## src/rtl/uart_pkg.sv

```systemverilog
// Shared UART definitions: FSM state encoding and framing constants.
// Used by both the transmit serializer and the receive path.
`timescale 1ns/100ps
package uart_pkg;

  typedef enum logic [2:0] {
    IDLE   = 3'd0,
    START  = 3'd1,
    DATA   = 3'd2,
    PARITY = 3'd3,
    STOP   = 3'd4
  } uart_state_e;

  localparam int unsigned DATA_BITS  = 8;
  localparam logic        IDLE_LEVEL = 1'b1;

endpackage

```

## src/rtl/uart_baud_counter.sv

```systemverilog
// Bit-period counter: tick on the last cycle of a bit, pre_tick one cycle earlier.
// Cleared synchronously so bit periods align to the accept edge.
`timescale 1ns/100ps
module uart_baud_counter #(
  parameter int unsigned CLKS_PER_BIT = 32
) (
  input  logic clk,
  input  logic rst,
  input  logic clear_i,
  output logic tick_o,
  output logic pre_tick_o
);

  localparam int unsigned CW = (CLKS_PER_BIT > 1) ? $clog2(CLKS_PER_BIT) : 1;

  logic [CW-1:0] cnt_q, cnt_d;

  assign tick_o     = (cnt_q == CW'(CLKS_PER_BIT - 1));
  assign pre_tick_o = (cnt_q == CW'(CLKS_PER_BIT - 2));

  always_comb begin
    cnt_d = cnt_q + CW'(1);
    if (clear_i || tick_o) cnt_d = '0;
  end

  always_ff @(posedge clk or posedge rst) begin
    if (rst) cnt_q <= '0;
    else     cnt_q <= cnt_d;
  end

endmodule

```

## src/rtl/uart_tx_serializer.sv

```systemverilog
// UART transmitter: one byte per valid/ready handshake, LSB first, 8N1/8N2.
// Define UART_TX_PARITY_EN to insert a parity bit (8E1/8O1 via PARITY_ODD).
`timescale 1ns/100ps
module uart_tx_serializer
  import uart_pkg::*;
#(
  parameter int unsigned CLKS_PER_BIT = 32,
  parameter int unsigned STOP_BITS    = 1,
  parameter int unsigned PARITY_ODD   = 0
) (
  input  logic       clk,
  input  logic       rst,
  input  logic [7:0] tx_data,
  input  logic       tx_valid,
  output logic       tx_ready,
  output logic       tx_busy,
  output logic       tx_done,
  output logic       RsTx
);

  if (CLKS_PER_BIT < 4 || CLKS_PER_BIT > 65535 || STOP_BITS < 1 || STOP_BITS > 2 ||
      PARITY_ODD > 1) begin : g_bad_cfg
    $error("uart_tx_serializer: illegal parameter combination");
  end

  uart_state_e          state_q;
  logic [DATA_BITS-1:0] sreg_q;
  logic [2:0]           bit_cnt_q;
  logic                 stop_cnt_q;
  logic                 rstx_q, ready_q, done_q;
  logic                 tick, pre_tick, accept, last_stop;
`ifdef UART_TX_PARITY_EN
  logic                 par_q;
`endif

  assign accept    = tx_valid && ready_q;
  assign last_stop = (state_q == STOP) && (stop_cnt_q == 1'(STOP_BITS - 1));

  uart_baud_counter #(.CLKS_PER_BIT(CLKS_PER_BIT)) u_baud (
    .clk        (clk),
    .rst        (rst),
    .clear_i    (accept || (state_q == IDLE)),
    .tick_o     (tick),
    .pre_tick_o (pre_tick)
  );

  // ready_q is only high in IDLE or on the last stop cycle, so an accept
  // takes priority over the per-state handling and covers both cases.
  always_ff @(posedge clk or posedge rst) begin
    if (rst) begin
      state_q    <= IDLE;
      sreg_q     <= '0;
      bit_cnt_q  <= '0;
      stop_cnt_q <= 1'b0;
      rstx_q     <= IDLE_LEVEL;
      ready_q    <= 1'b1;
      done_q     <= 1'b0;
`ifdef UART_TX_PARITY_EN
      par_q      <= 1'b0;
`endif
    end else begin
      ready_q <= 1'b0;
      done_q  <= 1'b0;
      if (accept) begin
        sreg_q    <= tx_data;
        bit_cnt_q <= '0;
        rstx_q    <= ~IDLE_LEVEL;
        state_q   <= START;
`ifdef UART_TX_PARITY_EN
        par_q     <= (^tx_data) ^ PARITY_ODD[0];
`endif
      end else begin
        case (state_q)
          IDLE: ready_q <= 1'b1;
          START: if (tick) begin
            rstx_q  <= sreg_q[0];
            state_q <= DATA;
          end
          DATA: if (tick) begin
            sreg_q     <= sreg_q >> 1;
            bit_cnt_q  <= bit_cnt_q + 3'd1;
            stop_cnt_q <= 1'b0;
            if (bit_cnt_q == 3'(DATA_BITS - 1)) begin
`ifdef UART_TX_PARITY_EN
              rstx_q  <= par_q;
              state_q <= PARITY;
`else
              rstx_q  <= IDLE_LEVEL;
              state_q <= STOP;
`endif
            end else begin
              rstx_q <= sreg_q[1];
            end
          end
`ifdef UART_TX_PARITY_EN
          PARITY: if (tick) begin
            rstx_q  <= IDLE_LEVEL;
            state_q <= STOP;
          end
`endif
          STOP: begin
            if (tick) begin
              if (last_stop) begin
                state_q <= IDLE;
                ready_q <= 1'b1;
              end else begin
                stop_cnt_q <= stop_cnt_q + 1'b1;
              end
            end else if (pre_tick && last_stop) begin
              ready_q <= 1'b1;
              done_q  <= 1'b1;
            end
          end
          default: state_q <= IDLE;
        endcase
      end
    end
  end

  assign tx_ready = ready_q;
  assign tx_done  = done_q;
  assign tx_busy  = (state_q != IDLE);
  assign RsTx     = rstx_q;

endmodule

```

## config.mk

```make
export PLATFORM = sky130hd
export DESIGN_NAME = uart_tx_serializer
export DESIGN_NICKNAME = d
export VERILOG_FILES = /design/src/rtl/uart_pkg.sv /design/src/rtl/uart_baud_counter.sv /design/src/rtl/uart_tx_serializer.sv
export SDC_FILE = /design/constraint.sdc
export NUM_CORES = 1
export LEC_CHECK = 0
export CAP_MARGIN = 20
export CORE_ASPECT_RATIO = 0.5
export CORE_MARGIN = 2
export CORE_UTILIZATION = 45
export CTS_BUF_LIST = sky130_fd_sc_hd__clkbuf_16
export DETAILED_ROUTE_END_ITERATION = 16
export GPL_TIMING_DRIVEN = 0
export PLACE_DENSITY = 0.78
export SYNTH_ARGS = -nofsm -noshare
export SYNTH_HDL_FRONTEND = slang
export SYNTH_SLANG_ARGS = --single-unit
```

## constraint.sdc

```tcl
create_clock -name clk -period 2.5 [get_ports clk]
set_input_delay 0.375 -clock clk [delete_from_list [all_inputs] [get_ports clk]]
set_output_delay 0.375 -clock clk [all_outputs]
set_load 0.005 [all_outputs]
```

==> results of run 1 <==
## cells in the final DEF, fill, tap and decap left out, drive strengths merged, types with 2 or more instances in the layout
cell type / netlist / routed
xnor2: 4 / 4
o21ai: 3 / 3
nand3: 3 / 3
ha: 5 / 5
inv: 6 / 7
nor4b: 3 / 3
or2: 2 / 2
and2: 2 / 2
mux2i: 4 / 4
nor2: 18 / 18
buf: 7 / 7
a31oi: 7 / 7
nand2: 18 / 18
clkdlybuf4s50: 0 / 14
dfstp: 2 / 2
a21oi: 2 / 2
clkbuf: 0 / 3
dfrtp: 21 / 21
## routing by layer
metal	track usage, %	wire length (um)
met5	0	0
met4	9.55	48
met1	20.9	1110
met2	27.2	1030
met3	4.95	128
## worst paths after layout
kind	end	slack, ns	cells past startpoint
setup / recovery	sreg_q[1]$_DFFE_PP0P_	0.42	9
hold / removal	u_baud.cnt_q[0]$_DFF_PP0_	0.48	1
setup reg to reg	sreg_q[1]$_DFFE_PP0P_	0.42	9
hold reg to reg	u_baud.cnt_q[0]$_DFF_PP0_	0.48	1
max in group asynchronous	bit_cnt_q[1]$_DFFE_PP0P_	1.35	2
min in group asynchronous	sreg_q[6]$_DFFE_PP0P_	0.60	2
## power groups by stage
| stage | logic (mW) | clock network (mW) | registers, mW |
|---|---|---|---|
| 5_1_grt | 0.0257 | 0.361 | 0.372 |
| 6_report | 0.0227 | 0.342 | 0.372 |
| 2_1_floorplan | 0.00566 | 0 | 0.379 |
| 3_5_place_dp | 0.0234 | 0 | 0.379 |
| 4_1_cts | 0.0235 | 0.350 | 0.372 |
| 3_3_place_gp | 0.0233 | 0 | 0.379 |
## sequential cells by signal (all words and copies together) (netlist names)
signal,flops
state_q,3
tx_done,1
bit_cnt_q,3
stop_cnt_q,1
sreg_q,8
tx_ready,1
RsTx,1
u_baud.cnt_q,5
## layout make-up
| class | count | area [sq um] | share of cell area (%) |
|---|---|---|---|
| Buffer | 7 | 51.3 | 3.54 |
| Tap cell | 37 | 46.3 | 3.20 |
| Clock buffer | 3 | 75.1 | 5.19 |
| Sequential cell | 23 | 578 | 39.9 |
| Clock inverter | 1 | 3.75 | 0.259 |
| Timing Repair Buffer | 14 | 140 | 9.68 |
| Multi-Input combinational cell | 84 | 531 | 36.6 |
| Inverter | 6 | 22.5 | 1.56 |
## logic make-up (layout without fill, tap and decap cells)
| group | Yosys count | after routing | share of synthesized area, % |
|---|---|---|---|
| flip-flops | 23 | 23 | 48.9 |
| XOR/XNOR | 5 | 5 | 3.70 |
| adder cells (fa/ha/maj) | 5 | 5 | 5.29 |
| buffers and inverters | 13 | 31 | 6.24 |
| AO/OA/AOI/OAI | 15 | 15 | 8.57 |
| AND/OR/NAND/NOR | 55 | 55 | 23.9 |
| multiplexers | 4 | 4 | 3.39 |
## worst max-delay path, stage by stage, from the launching register on
cell and delay [ns]:
dfrtp_1 0.40, ha_1 0.24, and3_1 0.15, ha_1 0.23, and4bb_2 0.29, or2_1 0.21
buf_4 0.16, buf_6 0.14, nor2_1 0.09, a31oi_1 0.05
==> metrics.cfg, run 1 <==
[synth]
async_flop_share_pct=100
synth_ff_type=dfrtp_1
syn_inst=120
syn_nets=136
yosysMostFrequentCell=dfrtp_1
synth_edf_count=0
synth_warnings=0
synth_common_cells=dfrtp_1, nand2_1, nor2_1
synth_top_area_share_pct=44.4
synth_cell_type_count=35
ys_ff_latch=23
synthTopCellsByArea=dfrtp_1, nand2_1, nor2_1, ha_1, dfstp_2
yosysSeqAreaShare_pct=48.9
syn_avg_cell_area_sq_um=9.85
synth_area_leader_cell=dfrtp_1
syn_area_sq_mm=0.00118

[detailed_routing]
wl_per_cell_um=13.3
remaining_drc_errors=0
ant_nets=0
routed_via_density=5.11
vias=894
wl_mm=2.32
drt_first_iter_violations=50
drt_first_pass_iters=4

[timing]
setup_viol_count_final=0
skew_ns=0.00627
worstMarginPinSlew_ns=0.874
slew_viol_final=0
finalWorstSetupSlack_ns=0.417
maxSlewHeadroom_pct=41.7
tns_ns=0
rsz0062_at_grt=no
fin_crit_sh_pct=83.3
hold_ws_ns=0.485
max_freq_ghz=0.480
min_period_ns=2.08
finalHoldViolCount=0

[cells_and_area]
instances_no_fill=175
fillers=227
stdcell_area_sq_mm=0.00145
drive_gt1_share_pct=10.9
utilization_pct=57.1
syn_to_final_growth_pct=22.4
layout.nets=155
antenna_cells=0

[hold_path]
min-delay-start=u_baud.cnt_q[0]$_DFF_PP0_
hold_class=flip-flop to flip-flop

[power_and_ir_drop]
internal_power_uw=600
seq_power_share_pct=50.5
p_sw_uw=138
powerDensity_mw_per_mm2=510
p_leak_nw=0.632
p_sw_share_pct=18.7
power_uw=738
p_comb_share_pct=3.1
p_clk_share_pct=46.4
irDropWorstVdd_mv=0.231

[clock_network]
holdBufCountCts=0
clock_sinks=23
cts_made_buffers=3
path_clk_slew_ns=0.06
cts_tree=built
clkLatencyLatePin_ns=0.26
cts.path.max_buffers=2
root_buffer=clkbuf_16
htree_levels=1
post_cts_resize_count=0
cts_setup_buffers=0

[die]
core_sq_mm=0.00254
dieArea_sq_mm=0.00308
ios=15
chipWidth_um=76.5
die_h_um=40.2
rows=13
start_util_pct=46.6

[setup_path]
startpoint=u_baud.cnt_q[0]$_DFF_PP0_
start_kind=flip-flop
critPathKind=flip-flop to flip-flop
cp_max_fo=10
worst_ep_required_time_ns=2.64
cp-end-kind=flip-flop
arrival_ns=2.23
r2r_start=u_baud.cnt_q[0]$_DFF_PP0_

[placed_design]
portBuffers=14
dp_hpwl_mm=1.54
dpl.cell_count=171
gp_congestion=0.769
dpl_cell_area_sq_mm=0.00137
post-place-ws_ns=0.407

[grt]
grt_pass1_wl_mm=3.78
antenna_found_initial=0
globalRouteOverflowTotal=0
grt_max_degree=24
grt_util_all_layers_pct=16.7
grt_pass1_vias=819

[run]
cap_violations=0

[run_status]
outcome=completed

Note: power is estimated with default switching activity, not from simulation.
==> run 2, diff against run 1 <==
Settings changed: PLACE_DENSITY 0.78 to 0.81.
Clock period 2.5 ns to 1.8 ns, I/O delays scaled along.
==> metrics.cfg, run 2 (synthesized netlist as in run 1, its figures left out) <==
[run_status]
outcome=finished, violations left
violations=negative setup slack

[detailed_routing]
drt_first_iter_violations=20  ; -60%
ant_nets=0  ; unchanged
wl_per_cell_um=13.6  ; +2.9%
routed_via_density=5.12  ; +0.24%
wl_mm=2.48  ; +7.0%
drt_first_pass_iters=4  ; unchanged
remaining_drc_errors=0  ; unchanged
vias=932  ; +4.3%

[clock_network]
clkLatencyLatePin_ns=0.26  ; about the same
cts_made_buffers=3  ; unchanged
holdBufCountCts=0  ; unchanged
clock_sinks=23  ; unchanged
path_clk_slew_ns=0.06  ; about the same
cts_tree=built
cts.path.max_buffers=2  ; unchanged
root_buffer=clkbuf_16
htree_levels=1  ; unchanged

[setup_path]
r2r_start=u_baud.cnt_q[0]$_DFF_PP0_
cp-end-kind=flip-flop
start_kind=flip-flop
r2r_cells=8  ; -1
worst_ep_required_time_ns=1.94  ; -0.70 ns
arrival_ns=1.95  ; -0.28 ns
r2r_slack_ns=-0.01  ; -0.43 ns
critPathKind=flip-flop to flip-flop
cp_max_fo=6  ; -4
r2r-end=sreg_q[1]$_DFFE_PP0P_

[timing]
skew_ns=0.00384  ; -0.00243 ns
rsz0062_at_grt=yes
min_period_ns=1.81  ; -0.270 ns
worstMarginPinSlew_ns=0.877  ; +0.00273 ns
tns_ns=-0.0205  ; -0.0205 ns
slew_viol_final=0  ; unchanged
maxSlewHeadroom_pct=41.5  ; -0.18 points
setup_viol_count_final=2  ; +2
finalWorstSetupSlack_ns=-0.0132  ; -0.430 ns
max_freq_ghz=0.552  ; +15%
finalHoldViolCount=0  ; unchanged
fin_crit_sh_pct=101  ; +17 points

[placed_design]
gp_congestion=0.742  ; -3.5%
dpl.cell_count=171  ; unchanged
dpl_cell_area_sq_mm=0.00138  ; +0.64%
dp_hpwl_mm=1.52  ; -1.3%
portBuffers=14  ; unchanged

[grt]
globalRouteOverflowTotal=0  ; unchanged
grt_pass1_vias=821  ; +0.24%
grt_max_degree=24  ; unchanged
grt_pass1_wl_mm=3.85  ; +1.8%
antenna_found_initial=0  ; unchanged
grt_util_all_layers_pct=17.1  ; +0.36 points

[power_and_ir_drop]
powerDensity_mw_per_mm2=648  ; +27%
p_leak_nw=0.675  ; +6.9%
irDropWorstVdd_mv=0.391  ; +69%
power_mw=1.02  ; +39%

[cells_and_area]
largest_register=sreg_q
fillers=220  ; -3.1%
multi_input_area_sq_um=578  ; +9.0%
largest_register_ffs=8  ; unchanged
final_common_cell=dfrtp_1
instances_no_fill=182  ; +4.0%
stdcell_area_sq_mm=0.00158  ; +9.0%
mostFrequentLayoutCells=dfrtp_1, nand2_1, nor2_1, clkdlybuf4s50_1
utilization_pct=62.2  ; +5.1 points
layout.nets=162  ; +4.5%
reg_top3=sreg_q x8, u_baud.cnt_q x5
register_area_sq_um=578  ; unchanged
antenna_cells=0  ; unchanged
syn_to_final_growth_pct=33.4
drive_gt1_share_pct=21.4  ; +11 points

[die]
chipWidth_um=76.5  ; unchanged
rows=13  ; unchanged
die_h_um=40.2  ; unchanged
start_util_pct=46.6  ; unchanged
ios=15  ; unchanged
core_sq_mm=0.00254  ; unchanged
dieArea_sq_mm=0.00308  ; unchanged

[run]
cap_violations=0  ; unchanged

[hold_path]
hold_class=primary input to asynchronous set/reset pin

run 2: per-layer routing:
| metal | GRT usage [%] | share of wire (%) | vias up |
|---|---|---|---|
| met1 | 21.9 | 47 | 456 |
| met3 | 5.86 | 3.4 | 4 |
| met4 | 5.45 | 1.1 | 0 |
| met2 | 28.3 | 49 | 19 |
| met5 | 0 | 0 | - |
| li1 | - | - | 453 |
run 2: layout make-up:
class	count	share of cell area (%)
plain buffers	6	3.41
clock buffers	3	4.76
clock inverters	1	0.238
inverters	6	1.43
multi-input cells	84	36.6
flip-flops and latches	23	36.6
well taps	37	2.93
repair buffers	22	14.0
run 2: power by group:
group / internal, mW / leakage, nW / switching (mW)
logic: 0.0190 / 0.354 / 0.0125
clock network: 0.297 / 0.0423 / 0.178
registers: 0.517 / 0.279 / 0
run 2: through the flow:
step                hold slack (ns)  worst slack (ns)
detailed placement            0.479            -0.177
global route                  0.561           -0.0670
finish                        0.497           -0.0132
floorplan                     0.270           -0.0646
CTS                           0.524           -0.0452
global placement              0.476            -0.145
run 2: timing repair:
| action | in CTS | in global routing |
|---|---|---|
| pin swaps | 4 | 2 |
| buffers inserted | 5 | 2 |
| cloned | 0 | 1 |
| resized for setup | 5 | 10 |
| endpoints found under the setup margin | 11 | 12 |
run 2: how the worst max path moves through the flow:
stage | end | slack, ns | startpoint
after floorplan | sreg_q[1]$_DFFE_PP0P_ | -0.06 | u_baud.cnt_q[1]$_DFF_PP0_
after global placement | sreg_q[2]$_DFFE_PP0P_ | -0.15 | u_baud.cnt_q[0]$_DFF_PP0_
after detailed placement | sreg_q[1]$_DFFE_PP0P_ | -0.18 | u_baud.cnt_q[1]$_DFF_PP0_
after CTS | state_q[2]$_DFFE_PP0P_ | -0.05 | u_baud.cnt_q[0]$_DFF_PP0_
after global routing | state_q[2]$_DFFE_PP0P_ | -0.07 | u_baud.cnt_q[0]$_DFF_PP0_
final | sreg_q[1]$_DFFE_PP0P_ | -0.01 | u_baud.cnt_q[0]$_DFF_PP0_
run 2: critical path: stages, from the launching register on:
cell and delay (ns):
dfrtp_1 0.38, ha_2 0.20, and3_4 0.15, ha_4 0.16, and4bb_2 0.23, or2_4 0.30, buf_8 0.15, nor2_2 0.08
a31oi_1 0.04
